`src/rtl/strobe_counter_sequencer.sv`:
```
// Sequencer for one counter_with_strobe: gates ticks into the counter's enable, counts bursts of strobes.
// Optional STROBE_SEQ_OVERRUN_COUNT_EN adds a saturating dropped-tick counter output.
module strobe_counter_sequencer #(
  parameter int unsigned WIDTH   = 4,
  parameter int unsigned BURST_W = 8,
  parameter int unsigned OVR_W   = 8
) (
  input  logic               clk,
  input  logic               rst,
  input  logic               start,
  input  logic               stop,
  input  logic [WIDTH-1:0]   period,
  input  logic [BURST_W-1:0] burst,
  input  logic               tick_in,
  input  logic               upd_req,
  output logic               upd_ack,
  output logic               busy,
  output logic               done,
  output logic               strobe_out,
  output logic               cfg_err,
  output logic               overrun,
`ifdef STROBE_SEQ_OVERRUN_COUNT_EN
  output logic [OVR_W-1:0]   overrun_count,
`endif
  output logic               cnt_rst,
  output logic               cnt_enable,
  output logic [WIDTH-1:0]   cnt_reset_value,
  input  logic               cnt_strobe,
  input  logic               cnt_ready,
  input  logic               cnt_valid
);

  typedef enum logic [1:0] {S_IDLE, S_ARM, S_RUN} state_t;

  state_t             state_q, state_d;
  logic               pending_q, pending_d;
  logic               en_q;
  logic               en_c;
  logic               free_run_q, free_run_d;
  logic [BURST_W-1:0] remaining_q, remaining_d;
  logic [WIDTH-1:0]   rv_d;
  logic               overrun_d, upd_ack_d, done_d, strobe_d, cfg_err_d;
  logic               drop, start_ok, last, period_ok;
  logic               unused_valid;

  // cnt_valid carries no information the sequencer needs
  assign unused_valid = cnt_valid;
  assign period_ok    = (period >= WIDTH'(2));
  assign cnt_enable   = en_c;

  // Next-state, pending slot, burst accounting and period update
  always_comb begin
    state_d     = state_q;
    pending_d   = pending_q;
    free_run_d  = free_run_q;
    remaining_d = remaining_q;
    rv_d        = cnt_reset_value;
    overrun_d   = overrun;
    upd_ack_d   = 1'b0;
    done_d      = 1'b0;
    strobe_d    = 1'b0;
    cfg_err_d   = 1'b0;
    en_c        = 1'b0;
    drop        = 1'b0;
    start_ok    = 1'b0;
    last        = 1'b0;
    case (state_q)
      S_IDLE: begin
        if (start && !stop) begin
          if (period_ok) begin
            state_d     = S_ARM;
            rv_d        = period;
            remaining_d = burst;
            free_run_d  = (burst == BURST_W'(0));
            overrun_d   = 1'b0;
            pending_d   = 1'b0;
            start_ok    = 1'b1;
          end else begin
            cfg_err_d = 1'b1;
          end
        end
      end
      S_ARM: begin
        if (tick_in) begin
          drop      = pending_q;
          pending_d = 1'b1;
        end
        if (stop) begin
          state_d   = S_IDLE;
          pending_d = 1'b0;
        end else if (cnt_ready) begin
          state_d = S_RUN;
        end
      end
      S_RUN: begin
        // Enable never on back-to-back cycles and only while the counter is ready
        en_c      = pending_q && cnt_ready && !en_q;
        pending_d = (pending_q && !en_c) || tick_in;
        drop      = tick_in && pending_q && !en_c;
        strobe_d  = cnt_strobe;
        last      = cnt_strobe && !free_run_q && (remaining_q == BURST_W'(1));
        if (cnt_strobe && !free_run_q && (remaining_q != BURST_W'(0)))
          remaining_d = remaining_q - BURST_W'(1);
        if (stop) begin
          state_d   = S_IDLE;
          pending_d = 1'b0;
        end else if (last) begin
          done_d    = 1'b1;
          state_d   = S_IDLE;
          pending_d = 1'b0;
        end else if (cnt_strobe && !en_c && upd_req) begin
          if (period_ok) begin
            rv_d      = period;
            upd_ack_d = 1'b1;
          end else begin
            cfg_err_d = 1'b1;
          end
        end
      end
      default: state_d = S_IDLE;
    endcase
    if (drop) overrun_d = 1'b1;
  end

  // State and registered outputs
  always_ff @(posedge clk or posedge rst) begin
    if (rst) begin
      state_q         <= S_IDLE;
      pending_q       <= 1'b0;
      en_q            <= 1'b0;
      free_run_q      <= 1'b0;
      remaining_q     <= '0;
      cnt_reset_value <= WIDTH'(2);
      overrun         <= 1'b0;
      upd_ack         <= 1'b0;
      done            <= 1'b0;
      strobe_out      <= 1'b0;
      cfg_err         <= 1'b0;
      busy            <= 1'b0;
      cnt_rst         <= 1'b1;
    end else begin
      state_q         <= state_d;
      pending_q       <= pending_d;
      en_q            <= en_c;
      free_run_q      <= free_run_d;
      remaining_q     <= remaining_d;
      cnt_reset_value <= rv_d;
      overrun         <= overrun_d;
      upd_ack         <= upd_ack_d;
      done            <= done_d;
      strobe_out      <= strobe_d;
      cfg_err         <= cfg_err_d;
      busy            <= (state_d != S_IDLE);
      cnt_rst         <= (state_d == S_IDLE);
    end
  end

`ifdef STROBE_SEQ_OVERRUN_COUNT_EN
  // Saturating count of dropped ticks, cleared by an accepted start
  always_ff @(posedge clk or posedge rst) begin
    if (rst)
      overrun_count <= '0;
    else if (start_ok)
      overrun_count <= '0;
    else if (drop && (overrun_count != {OVR_W{1'b1}}))
      overrun_count <= overrun_count + OVR_W'(1);
  end
`endif

endmodule

```
`config.mk`:
```
export PLATFORM = sky130hd
export DESIGN_NAME = strobe_counter_sequencer
export DESIGN_NICKNAME = d
export VERILOG_FILES = /design/src/rtl/strobe_counter_sequencer.sv
export SDC_FILE = /design/constraint.sdc
export NUM_CORES = 1
export LEC_CHECK = 0
export BUFFER_PORTS_ARGS = -buffer_cell sky130_fd_sc_hd__clkbuf_2
export CAP_MARGIN = 20
export CORE_MARGIN = 8
export CORE_UTILIZATION = 40
export CTS_BUF_LIST = sky130_fd_sc_hd__clkbuf_16
export DETAILED_ROUTE_END_ITERATION = 7
export GPL_TIMING_DRIVEN = 0
export PLACE_DENSITY_LB_ADDON = 0.08
export SETUP_SLACK_MARGIN = 0.05
export SLEW_MARGIN = 10
export SYNTH_ARGS = -nofsm -noshare
export SYNTH_HDL_FRONTEND = slang
export SYNTH_SLANG_ARGS = --single-unit
```
`constraint.sdc`:
```
create_clock -name clk -period 2.5 [get_ports clk]
set_clock_uncertainty 0.1 [all_clocks]
set_input_delay 0.5 -clock clk [delete_from_list [all_inputs] [get_ports clk]]
set_output_delay 0.5 -clock clk [all_outputs]
set_load 0.05 [all_outputs]
```
==> impl_metrics.py <==
metrics = {
    "floorplan": {
        "die_x_um": 75.0,
        "full_die_area_um2": 5630,
        "fp-row-count": 21,
        "start_util_pct": 41.7,
        "die_height_um": 75.0,
        "floorplan.io_pins": 33,
        "core-area_um2": 3340,
    },
    "critical_path": {
        "worst_path_most_repeated_cell": "sky130_fd_sc_hd__inv_1",
        "path_class": "reg2out",
        "crit_slowest_cell": "sky130_fd_sc_hd__dfrtp_1",
        "setup.worst_path.end_class": "output port",
        "critical_path_arrival_ns": 1.70,
        "cp_top_family": "buffers and inverters",
        "crit_path_max_fanout": 10,
        "critPathRequiredTime_ns": 1.90,
        "critPathLaunchType": "flop",
        "cp_cell_sequence": "inv_1 > ha_1 > buf_4 > inv_1 > nor2_1 > clkbuf_4",
        "longest_individual_stage_delay_on_the_worst_path_ns": 0.40,
        "critical_path.n_buffers_inverters": 4,
    },
    "yosys": {
        "synth-edff-count": 0,
        "syn-num-nets": 172,
        "ys_ff_latch": 24,
        "ys_seq_area_share_pct": 43.3,
        "postSynthCellCount": 144,
        "ys.flop_type": "sky130_fd_sc_hd__dfrtp_1",
        "yosys.cell_count.top_type": "sky130_fd_sc_hd__dfrtp_1",
        "synth-warning-count": 0,
        "netlist_top_cells_area": "sky130_fd_sc_hd__dfrtp_1 40%, sky130_fd_sc_hd__ha_1 6.3%, sky130_fd_sc_hd__a21oi_1 4.3%, sky130_fd_sc_hd__dfstp_2 3.8%, sky130_fd_sc_hd__o21ai_0 3.6%",
        "netlist.top_cell.by_area": "sky130_fd_sc_hd__dfrtp_1",
        "synth.top_cells.by_count": "22 x sky130_fd_sc_hd__dfrtp_1, 13 x sky130_fd_sc_hd__nand2_1, 12 x sky130_fd_sc_hd__a21oi_1, 10 x sky130_fd_sc_hd__o21ai_0, 9 x sky130_fd_sc_hd__nor2_1",
        "netlist-cell-type-count": 46,
        "postSynth.asyncResetShare_pct": 100,
        "syn-mean-instance-area_um2": 9.67,
        "synth.cell_area_um2": 1390,
        "synth_largest_type_area_fraction_pct": 39.5,
    },
    "layout": {
        "post-route-util_pct": 51.3,
        "postLayoutCellArea_um2": 1710,
        "num_antenna_cells": 0,
        "area_delta_synth_final_pct": 23.0,
        "nFillCells": 328,
        "share_of_final_layout_standard_cells_stronger_than_drive_strength_1_pct": 29.1,
        "fin_nets": 208,
    },
    "drt": {
        "remaining_drc_errors": 0,
        "drt_iter0_drc": 30,
        "vias": 1232,
        "drt_wl_total_um": 3630,
        "routed_wire_per_std_cell_um": 16.1,
        "first_pass_iters": 4,
        "avgViaCountPerCell": 5.48,
        "post_route_ant_nets": 0,
    },
    "timing": {
        "max-slew-margin-rel_pct": 37.2,
        "maxClockFrequency_mhz": 434,
        "setup_total_negative_slack_ns": 0,
        "tightestPinTransition_ns": 0.941,
        "layout_worst_path_cycle_share_pct": 92.2,
        "timing.final.hold_violations": 0,
        "finalHoldWorstSlack_ns": 0.320,
        "timing_max_transition_violations_final": 0,
        "grt_setup_unrepaired": "false",
        "min_period_ns": 2.30,
        "setup_violations": 0,
    },
    "cts": {
        "clk_root_buffer_cell": "sky130_fd_sc_hd__clkbuf_16",
        "tritoncts": "done",
        "clock_sink_count": 24,
        "clkTransAtPathRegs_ns": 0.07,
        "cts_buffer_depth": 2,
        "clk_latency_ns": 0.26,
        "numCtsBuffers": 3,
        "cts_hold_buffers": 0,
        "ctsHtreeMaxLevel": 1,
    },
    "global_routing": {
        "pin_count_of_the_biggest_net_entering_global_routing": 25,
        "via_count_of_the_first_global_routing_pass": 1303,
        "grt_pass1_wl_um": 5930,
        "grt-ovfl-total": 0,
        "grt.total_usage_pct": 13.8,
        "grt_antenna_before_repair": 0,
    },
    "hold_path": {
        "hp-class": "in2async",
    },
    "run": {
        "max_cap_viols": 0,
    },
    "pwr": {
        "total_leakage_power_nw": 0.781,
        "ir_worst_vdd_mv": 0.680,
        "power.density_nw_per_um2": 1370,
    },
    "placement": {
        "dp_hpwl_um": 2770,
        "placement.cell_area_um2": 1610,
        "place.port_buffers": 31,
        "gpl.final_weighted_congestion": 0.818,
    },
    "run_status": {
        "outcome": "complete, no violations",
    },
}
==> worst paths after layout <==
path                                     from                  to  slack [ns]  cells after the start
min reg2reg                cnt_reset_value[0]  cnt_reset_value[0]        0.40                      1
max                                state_q[0]          cnt_enable        0.20                      6
min                                       rst  cnt_reset_value[0]        0.32                      2
max reg2reg                        state_q[0]      remaining_q[3]        0.44                      8
max in group asynchronous                 rst      remaining_q[7]        1.40                      2
min in group clk                    period[0]  cnt_reset_value[0]        0.35                      2
==> where the power goes <==
part	switching, mW	internal (mW)	leakage, nW
clock	0.147	0.319	0.0511
combinational	0.760	0.434	0.430
sequential	0.133	0.548	0.300
==> per-stage QoR <==
step	instances	total power [mW]	worst slack (ns)
3_5_place_dp	221	1.89	0.427
4_1_cts	225	2.36	0.136
5_1_grt	225	2.50	0.0565
6_report	225	2.34	0.196
2_1_floorplan	144	1.60	0.320
3_3_place_gp	221	1.84	0.455
==> kinds of logic (layout without fill, tap and decap cells) <==
group	count (synthesis)	count (layout)	synth area share (%)
simple gates	52	52	21.1
compound gates	48	48	24.4
flops	24	24	43.3
buf+inv	11	46	3.32
fa+ha+maj	7	7	6.29
mux	2	2	1.53
==> flip-flops by register name, indices dropped and copies added (netlist names) <==
register,count
pending_q,1
free_run_q,1
state_q,2
overrun,1
cfg_err,1
strobe_out,1
upd_ack,1
cnt_reset_value,4
cnt_rst,1
done,1
en_q,1
remaining_q,8
busy,1
==> worst reg2reg max path, cell delays in order (launching register included) <==
cell and delay (ns):
sky130_fd_sc_hd__dfrtp_1 0.40, sky130_fd_sc_hd__inv_1 0.15, sky130_fd_sc_hd__ha_1 0.17, sky130_fd_sc_hd__buf_4 0.18, sky130_fd_sc_hd__nand2_4 0.08, sky130_fd_sc_hd__a311oi_4 0.34, sky130_fd_sc_hd__o21ai_2 0.20, sky130_fd_sc_hd__o21ai_0 0.21
sky130_fd_sc_hd__o21ai_0 0.10
==> cell usage in the layout, fill, tap and decap left out, types with 2 or more instances in the layout <==
cell type / netlist / layout
sky130_fd_sc_hd__a31oi_1: 5 / 5
sky130_fd_sc_hd__nor2_1: 9 / 9
sky130_fd_sc_hd__a2bb2oi_1: 4 / 4
sky130_fd_sc_hd__a21oi_1: 12 / 12
sky130_fd_sc_hd__nor3_2: 3 / 3
sky130_fd_sc_hd__o21ai_2: 2 / 2
sky130_fd_sc_hd__nand2b_1: 4 / 4
sky130_fd_sc_hd__a22o_1: 3 / 3
sky130_fd_sc_hd__dfrtp_1: 22 / 22
sky130_fd_sc_hd__o21ai_0: 10 / 10
sky130_fd_sc_hd__nor4_1: 3 / 3
sky130_fd_sc_hd__inv_1: 8 / 8
sky130_fd_sc_hd__clkbuf_2: 1 / 31
sky130_fd_sc_hd__nand2_4: 2 / 2
sky130_fd_sc_hd__nand2_1: 13 / 13
sky130_fd_sc_hd__ha_1: 7 / 7
sky130_fd_sc_hd__clkbuf_16: 0 / 3
sky130_fd_sc_hd__dfstp_2: 2 / 2
sky130_fd_sc_hd__nand3_1: 4 / 4
sky130_fd_sc_hd__or3_1: 2 / 2
sky130_fd_sc_hd__o22ai_1: 2 / 2
==> what timing repair did <==
item                       in CTS  in global routing
buffers inserted                0                  0
resized for setup               0                  2
setup endpoints to repair       0                  1
==> final cells by class <==
class	instances	area (um^2)	area share (%)
sequential	24	603	35.2
clock inverter	1	30.0	1.75
buffer	3	16.3	0.950
inverter	8	30.0	1.75
timing repair buffer	31	158	9.20
tap	46	57.6	3.36
clock buffer	3	75.1	4.38
multi-input combinational	109	743	43.4
==> layer usage <==
layer	part of all wire, %	GRT usage (%)
met2	50	23.6
met5	0	0
met1	43	15.8
met4	1.7	5.43
met3	6.0	3.60
(Power assumes the default switching activity.)
